===== src/rtl/mlp_layer_sequencer_pkg.sv =====
// Shared MLP definitions: address field widths and bit positions, sequencer
// state encoding and the largest layer dimensions the address map can express.
package mlp_layer_sequencer_pkg;

    localparam int LAYER_W  = 2;
    localparam int NEURON_W = 4;
    localparam int INPUT_W  = 10;
    localparam int ADDR_W   = LAYER_W + NEURON_W + INPUT_W;

    // weight_addr = {layer, neuron, input}
    localparam int INPUT_LSB  = 0;
    localparam int NEURON_LSB = INPUT_W;
    localparam int LAYER_LSB  = INPUT_W + NEURON_W;

    localparam int MAX_NEURONS = 16;
    localparam int MAX_INPUTS  = 1024;

    typedef enum logic [2:0] {
        S_IDLE,
        S_ISSUE,
        S_WAIT,
        S_WB,
        S_DONE
    } seq_state_t;

endpackage


===== src/rtl/mlp_layer_sequencer.sv =====
// mlp_layer_sequencer: walks one MLP layer, issuing one weight address per
// cycle per neuron and generating the MAC control strobes that line up with
// a weight memory having one cycle of read latency.
//
// Ports:
//   clk, reset               clock, synchronous active-high reset
//   start                    run request, only looked at while idle
//   layer_idx                layer to run
//   num_neurons, num_inputs  layer dimensions (clamped to the address map)
//   busy                     high whenever not idle
//   done                     one-cycle pulse at end of a run
//   weight_addr, input_idx   {layer,neuron,input} and its input field
//   mac_clear                first issue cycle of each neuron
//   mac_en, mac_last         accumulate strobe (issue delayed 1) / final term
//   out_valid, out_neuron    per-neuron result strobe and neuron index
module mlp_layer_sequencer #(
    parameter int ADDR_W   = mlp_layer_sequencer_pkg::ADDR_W,
    parameter int LAYER_W  = mlp_layer_sequencer_pkg::LAYER_W,
    parameter int NEURON_W = mlp_layer_sequencer_pkg::NEURON_W,
    parameter int INPUT_W  = mlp_layer_sequencer_pkg::INPUT_W
) (
    input  logic                clk,
    input  logic                reset,
    input  logic                start,
    input  logic [LAYER_W-1:0]  layer_idx,
    input  logic [NEURON_W:0]   num_neurons,
    input  logic [INPUT_W:0]    num_inputs,
    output logic                busy,
    output logic                done,
    output logic [ADDR_W-1:0]   weight_addr,
    output logic [INPUT_W-1:0]  input_idx,
    output logic                mac_clear,
    output logic                mac_en,
    output logic                mac_last,
    output logic                out_valid,
    output logic [NEURON_W-1:0] out_neuron
);
    import mlp_layer_sequencer_pkg::*;

    localparam int NCNT_W = NEURON_W + 1;
    localparam int ICNT_W = INPUT_W + 1;
    localparam logic [NCNT_W-1:0] N_MAX = NCNT_W'(1 << NEURON_W);
    localparam logic [ICNT_W-1:0] I_MAX = ICNT_W'(1 << INPUT_W);

    seq_state_t           state;
    logic [LAYER_W-1:0]   layer_q;
    logic [NCNT_W-1:0]    nn_q;
    logic [ICNT_W-1:0]    ni_q;
    logic [NEURON_W-1:0]  neuron;
    logic [INPUT_W-1:0]   idx;

    logic [NCNT_W-1:0]    nn_clamp;
    logic [ICNT_W-1:0]    ni_clamp;
    logic                 last_term;
    logic                 last_neuron;

    // Counts beyond what the address fields can encode saturate at the field size.
    assign nn_clamp = (num_neurons > N_MAX) ? N_MAX : num_neurons;
    assign ni_clamp = (num_inputs  > I_MAX) ? I_MAX : num_inputs;

    // Counts are non-zero whenever these are consulted (zero runs skip ISSUE/WB).
    assign last_term   = ({1'b0, idx}    == (ni_q - ICNT_W'(1)));
    assign last_neuron = ({1'b0, neuron} == (nn_q - NCNT_W'(1)));

    assign input_idx = weight_addr[INPUT_W-1:0];

    function automatic logic [ADDR_W-1:0] addr_of(input logic [LAYER_W-1:0]  l,
                                                  input logic [NEURON_W-1:0] n,
                                                  input logic [INPUT_W-1:0]  i);
        return ADDR_W'({l, n, i});
    endfunction

    always_ff @(posedge clk) begin
        if (reset) begin
            state       <= S_IDLE;
            layer_q     <= '0;
            nn_q        <= '0;
            ni_q        <= '0;
            neuron      <= '0;
            idx         <= '0;
            busy        <= 1'b0;
            done        <= 1'b0;
            weight_addr <= '0;
            mac_clear   <= 1'b0;
            mac_en      <= 1'b0;
            mac_last    <= 1'b0;
            out_valid   <= 1'b0;
            out_neuron  <= '0;
        end else begin
            // The weight read returns one cycle after its address is issued,
            // so the accumulate strobes are simply the issue cycle delayed.
            mac_en   <= (state == S_ISSUE);
            mac_last <= (state == S_ISSUE) && last_term;

            case (state)
                S_IDLE: begin
                    if (start) begin
                        layer_q <= layer_idx;
                        nn_q    <= nn_clamp;
                        ni_q    <= ni_clamp;
                        neuron  <= '0;
                        idx     <= '0;
                        busy    <= 1'b1;
                        if (nn_clamp == '0 || ni_clamp == '0) begin
                            done  <= 1'b1;
                            state <= S_DONE;
                        end else begin
                            weight_addr <= addr_of(layer_idx, '0, '0);
                            mac_clear   <= 1'b1;
                            state       <= S_ISSUE;
                        end
                    end
                end
                S_ISSUE: begin
                    mac_clear <= 1'b0;
                    if (last_term) begin
                        state <= S_WAIT;
                    end else begin
                        idx         <= idx + 1'b1;
                        weight_addr <= addr_of(layer_q, neuron, idx + 1'b1);
                    end
                end
                S_WAIT: begin
                    out_valid  <= 1'b1;
                    out_neuron <= neuron;
                    state      <= S_WB;
                end
                S_WB: begin
                    out_valid <= 1'b0;
                    if (last_neuron) begin
                        done  <= 1'b1;
                        state <= S_DONE;
                    end else begin
                        neuron      <= neuron + 1'b1;
                        idx         <= '0;
                        weight_addr <= addr_of(layer_q, neuron + 1'b1, '0);
                        mac_clear   <= 1'b1;
                        state       <= S_ISSUE;
                    end
                end
                S_DONE: begin
                    done  <= 1'b0;
                    busy  <= 1'b0;
                    state <= S_IDLE;
                end
                default: state <= S_IDLE;
            endcase
        end
    end

endmodule


===== config.mk =====
export PLATFORM = sky130hd
export DESIGN_NAME = mlp_layer_sequencer
export DESIGN_NICKNAME = d
export VERILOG_FILES = /design/src/rtl/mlp_layer_sequencer_pkg.sv /design/src/rtl/mlp_layer_sequencer.sv
export SDC_FILE = /design/constraint.sdc
export NUM_CORES = 1
export LEC_CHECK = 0
export CAP_MARGIN = 40
export CORE_ASPECT_RATIO = 1.25
export CORE_MARGIN = 10
export CORE_UTILIZATION = 30
export DETAILED_ROUTE_END_ITERATION = 8
export SYNTH_ARGS = -nofsm -noshare
export SYNTH_HDL_FRONTEND = slang
export SYNTH_SLANG_ARGS = --single-unit

===== constraint.sdc =====
create_clock -name clk -period 8.8 [get_ports clk]
set_clock_uncertainty 0.05 [all_clocks]
set_input_delay 1.76 -clock clk [delete_from_list [all_inputs] [get_ports clk]]
set_output_delay 1.76 -clock clk [all_outputs]
set_load 0.02 [all_outputs]

-- After elaboration in Yosys (flattened, before gate mapping)
Cells that the tools add are included.
- $add $sub $neg: 4
- multiply operators: 0
- div/mod/pow operators: 0
- $lt $le $gt $ge: 2
- equal/unequal tests: 13
- shift operators: 0
- multiplexer cells: 30
- bitwise gates (word level): 0
- reduce and logical (&&, ||, !) cells: 18
- operators with widths (operator ; count):
    $mux W16 ; 4
    $pmux W16 S3 ; 1
    $mux W10 ; 3
    $pmux W10 S3 ; 1
    $ne A2 B2 Y1 const B ; 7
    $mux W3 ; 4
    $pmux W3 S4 ; 1
    $reduce_and A4 Y1 ; 3
    $eq A10 B11 Y1 ; 1
    $gt A11 B11 Y1 const B ; 1
    $logic_not A11 Y1 ; 1
    $mux W11 ; 1
    $sub A11 B1 Y11 const B ; 1
    $add A10 B1 Y10 const B ; 1
    $mux W4 ; 2
    $pmux W4 S2 ; 1
    $mux W1 ; 7
    $eq A3 B2 Y1 const B ; 2
    $pmux W1 S3 ; 2
    $reduce_and A2 Y1 ; 3
    $reduce_bool A2 Y1 ; 3
    $reduce_bool A3 Y1 ; 2
    $eq A4 B5 Y1 ; 1
    $gt A5 B5 Y1 const B ; 1
    other kinds (12) ; 13
- flip-flop bits (word level): 61
- latch bits: 0
- memory bits (writable): 0
- ROM bits: 0
- input port bits: 21
- output and inout bits: 36
- word-level logic and storage cells: 81
- memories: 0

-- Longest topological paths before layout
- word-level depth: 7
- depth in mapped cells: 12
- gate-level depth less buffers: 9

-- Worst setup path after synthesis
OpenSTA, ideal clock, no wires.
- path kind: input-to-reg
- from: input port num_inputs[5]
- to: register weight_addr[1]
- setup time: 0.121 ns
- arrival: 3.230 ns
- required time: 8.629 ns
- setup slack: 5.399 ns
- cell stages on the path: 6
- buffers on the path: 0
- cell sequence: nor4_1 -> nand3_1 -> o22ai_1 -> o32ai_1 -> a21oi_4 -> a2bb2o_1
- word-level cells in the longest chain between the ends: 6
- ends and longest elaborated chain (element ; RTL line ; source):
    start, declared ; mlp_layer_sequencer.sv:27 ; input logic [INPUT_W:0] num_inputs,
    $gt A11 B11 Y1 ; mlp_layer_sequencer.sv:59 ; assign ni_clamp = (num_inputs > I_MAX) ? I_MAX : num_inputs;
    $mux W11 (*) ; mlp_layer_sequencer.sv:59 ;
    $logic_not A11 Y1 (*) ; mlp_layer_sequencer.sv:104 ; if (nn_clamp == '0 || ni_clamp == '0) begin
    $logic_or A1 B1 Y1 (*) ; mlp_layer_sequencer.sv:104 ;
    $ne A2 B2 Y1 (no line) (*) ; -- ;
    $reduce_and A5 Y1 (no line) (*) ; -- ;
    end signal, assigned ; mlp_layer_sequencer.sv:108 ; weight_addr <= addr_of(layer_idx, '0, '0);
    end signal, assigned ; mlp_layer_sequencer.sv:120 ; weight_addr <= addr_of(layer_q, neuron, idx + 1'b1);
    end signal, assigned ; mlp_layer_sequencer.sv:136 ; weight_addr <= addr_of(layer_q, neuron + 1'b1, '0);
    end, declared ; mlp_layer_sequencer.sv:30 ; output logic [ADDR_W-1:0] weight_addr,
Every way passes the cells marked *; elsewhere a longest branch is shown, timed or not.
A chain may end at the register's enable or synchronous reset.

-- Worst setup path after layout
- from: input port num_neurons[1]
- to: register weight_addr[1]
- word-level cells in the longest chain between the ends: 6
- ends and longest elaborated chain (element ; RTL line ; source):
    start, declared ; mlp_layer_sequencer.sv:26 ; input logic [NEURON_W:0] num_neurons,
    $gt A5 B5 Y1 ; mlp_layer_sequencer.sv:58 ; assign nn_clamp = (num_neurons > N_MAX) ? N_MAX : num_neurons;
    $mux W5 (*) ; mlp_layer_sequencer.sv:58 ;
    $logic_not A5 Y1 (*) ; mlp_layer_sequencer.sv:104 ;
    $logic_or A1 B1 Y1 (*) ; mlp_layer_sequencer.sv:104 ;
    $ne A2 B2 Y1 (no line) (*) ; -- ;
    $reduce_and A5 Y1 (no line) (*) ; -- ;
Marks and branches as above.

==> out/metrics.cfg <==
[run_status]
status=completed

[routing]
first_pass_iters=4
antenna_left=0
drt_iter0_drc=181
viasPerCell=5.11
finalWirelength_microns=8330
drc=0
num_vias=2812
post_drt_wl_per_cell_microns=15.1

[setup_path]
critPathSlowestCell=or4_1
ff2ff_setup_slack_ns=5.57
crit_arrival_ns=3.93
crit_fanout=9
required_ns=9.02
path_delay_family=compound AO/OA/AOI/OAI gates
r2r-end=weight_addr[1]
crit_type=input pin to register
critPathCaptureType=register
crit_chain=clkdlybuf4s50_1 -> or4_1 -> o22ai_1 -> o32ai_1 -> buf_2 -> a21oi_4 -> a2bb2o_1
r2r_start=ni_q[0]
r2r_cells=9
crit_buf_inv=2
cp-start-kind=input pin
max_stage_delay_ns=0.54

[cts]
hold_buffers=0
htree_levels=3
clkLatencyLatePin_ns=0.32
cts_buffer_depth=2
cts_root_buffer=clkbuf_16
cts_resized=0
clock_sinks=61
worst_setup_hold_path_clk_slew_ns=0.05
cts_setup_buffers=0
numCtsBuffers=9
cts_tree=done

[floorplanning]
io_pins=57
coreArea_sq_mm=0.0102
die_area_sq_mm=0.0151
fp.dieH_microns=135
rows=41
start_util_pct=31.1
die_x_microns=112

[power_and_ir_drop]
vdd_drop_max_mv=0.0922
power_leakage_nw=1.41
power_frac_comb_pct=13.1
power.share.clock_pct=44.8
total_power_uw=702
p_int_uw=527
seq_power_share_pct=42.1
p_sw_share_pct=25.0
p_per_area_mw_per_mm2=174
p_switching_uw=175

[job]
max-cap-violations=0

[cells_and_area]
final_common_cell=dfxtp_1
drive_gt1_share_pct=5.94
num-nets-final=443
area_growth_pct=27.2
layout_common_cells=61 x dfxtp_1, 56 x clkdlybuf4s50_1, 36 x nand2_1
diodes=0
fin_cells=550

[synth]
synth_top_family_by_area=simple AND/OR/NAND/NOR gates
synth_cells=376
avgSynthCellArea_sq_um=8.44
synth-simple-area-share_pct=23.0
synth-compound-area-share_pct=20.0
yosysTopAreaCell=dfxtp_1
synth_area_sq_mm=0.00317
synth_nets=401
synth_ff_type=dfxtp_1
synth-xor-area-share_pct=7.46
synth_fa_ha_area_share_pct=1.58
yosysTopAreaCellShare_pct=38.5
netlist_top_cells_area=dfxtp_1 39%, xnor2_1 5.2%, a21oi_1 4.7%
synthArstFlopShare_pct=0
ys_warn_count=0
synth_seq_cells=61
muxShareOfSynthArea_pct=2.52
synth-edff-count=0
ys_seq_area_share_pct=38.5
yosysUniqueCellTypes=57

[grt]
grt_max_degree=40
grt_pass1_wl_microns=13800
globalRouteTotalUtil_pct=11.1
antenna_found_initial=0
overflow=0
grt_pass1_vias=2757

[timing]
fmax_ghz=0.269
setup_viol=0
slew_violations=0
max-slew-margin-rel_pct=53.7
finalCritPeriodShare_pct=42.2
worst_pin_slew_ns=0.694
layout_min_cycle_time_ns=3.71
rsz0062_at_grt=false
finalSetupTns_ns=0
holdWs_ns=0.401
hold_violations=0

[placed_design]
gp_congestion=0.833
portBuffers=56
dp_hpwl_microns=6340
placed_cells=536

[worst_hold_path]
hold_class=register to register
min_path_cells=2
hold_end=weight_addr[11]
worstHoldStart=weight_addr[11]

==> layer usage <==
metal  wire, microns  global-route usage, %
met1            3510                   12.4
met2            4100                   18.5
met3             565                   4.12
met4             153                   4.87
met5               0                      0
==> final cells by class <==
class,count,area [sq um]
Timing Repair Buffer,59,581
Tap cell,129,161
Clock inverter,2,10.0
Clock buffer,12,256
Fill cell,1047,6170
Sequential cell,61,1220
Multi-Input combinational cell,267,1730
Inverter,20,75.1
==> metrics by stage <==
step / setup WS, ns / utilization, % / cell area [sq um]
4_1_cts: 5.07 / 39.5 / 4040
3_3_place_gp: 4.60 / 36.9 / 3760
6_report: 5.09 / 39.5 / 4040
3_5_place_dp: 4.74 / 36.9 / 3770
5_1_grt: 4.98 / 39.5 / 4040
2_1_floorplan: 5.40 / - / 3170
==> worst register-to-register path, cell delays in order (launching register included) <==
cell and delay [ns]:
dfxtp_1 0.39, inv_1 0.09, ha_1 0.22, or3b_2 0.58, o21a_1 0.23, or4_1 0.48, o211ai_1 0.29, nand2_2 0.17
nand2_2 0.31, a2bb2o_1 0.30
==> how the worst max path moves through the flow <==
stage                              start              to  slack (ns)  depth (start not counted)
after floorplan            num_inputs[5]  weight_addr[1]        5.40                          6
after global placement    num_neurons[4]  weight_addr[1]        4.60                          6
after detailed placement  num_neurons[1]  weight_addr[1]        4.74                          7
after CTS                 num_neurons[1]  weight_addr[1]        5.07                          7
after global routing               start          idx[9]        4.98                          8
final                     num_neurons[1]  weight_addr[1]        5.09                          7
==> power groups by stage <==
stage	Combinational, mW	Clock [mW]	Sequential, mW
floorplan	0.0601	0	0.301
global placement	0.0905	0	0.301
detailed placement	0.0928	0	0.301
CTS	0.0932	0.324	0.296
global route	0.102	0.336	0.297
finish	0.0922	0.314	0.296
==> kinds of logic after synthesis <==
logic type	after synthesis
flip-flops	61
AO/OA/AOI/OAI	91
XOR/XNOR	27
adder cells (fa/ha/maj)	4
AND/OR/NAND/NOR	137
multiplexers	8
buffers and inverters	48
==> sequential cells by signal, indices dropped and copies added (netlist names), 2 cells and up <==
signal	cells
state	3
weight_addr	16
ni_q	11
neuron	4
out_neuron	4
nn_q	5
layer_q	2
idx	10
==> Yosys cell counts (9+ instances only) <==
cell	number
xnor2_1	19
nor2_1	26
inv_1	20
o22ai_1	9
clkbuf_1	16
buf_4	10
a21oi_1	30
dfxtp_1	61
nand2_1	36
nand3b_1	12
o21ai_0	9
Note: power is estimated with default switching activity, not from simulation.
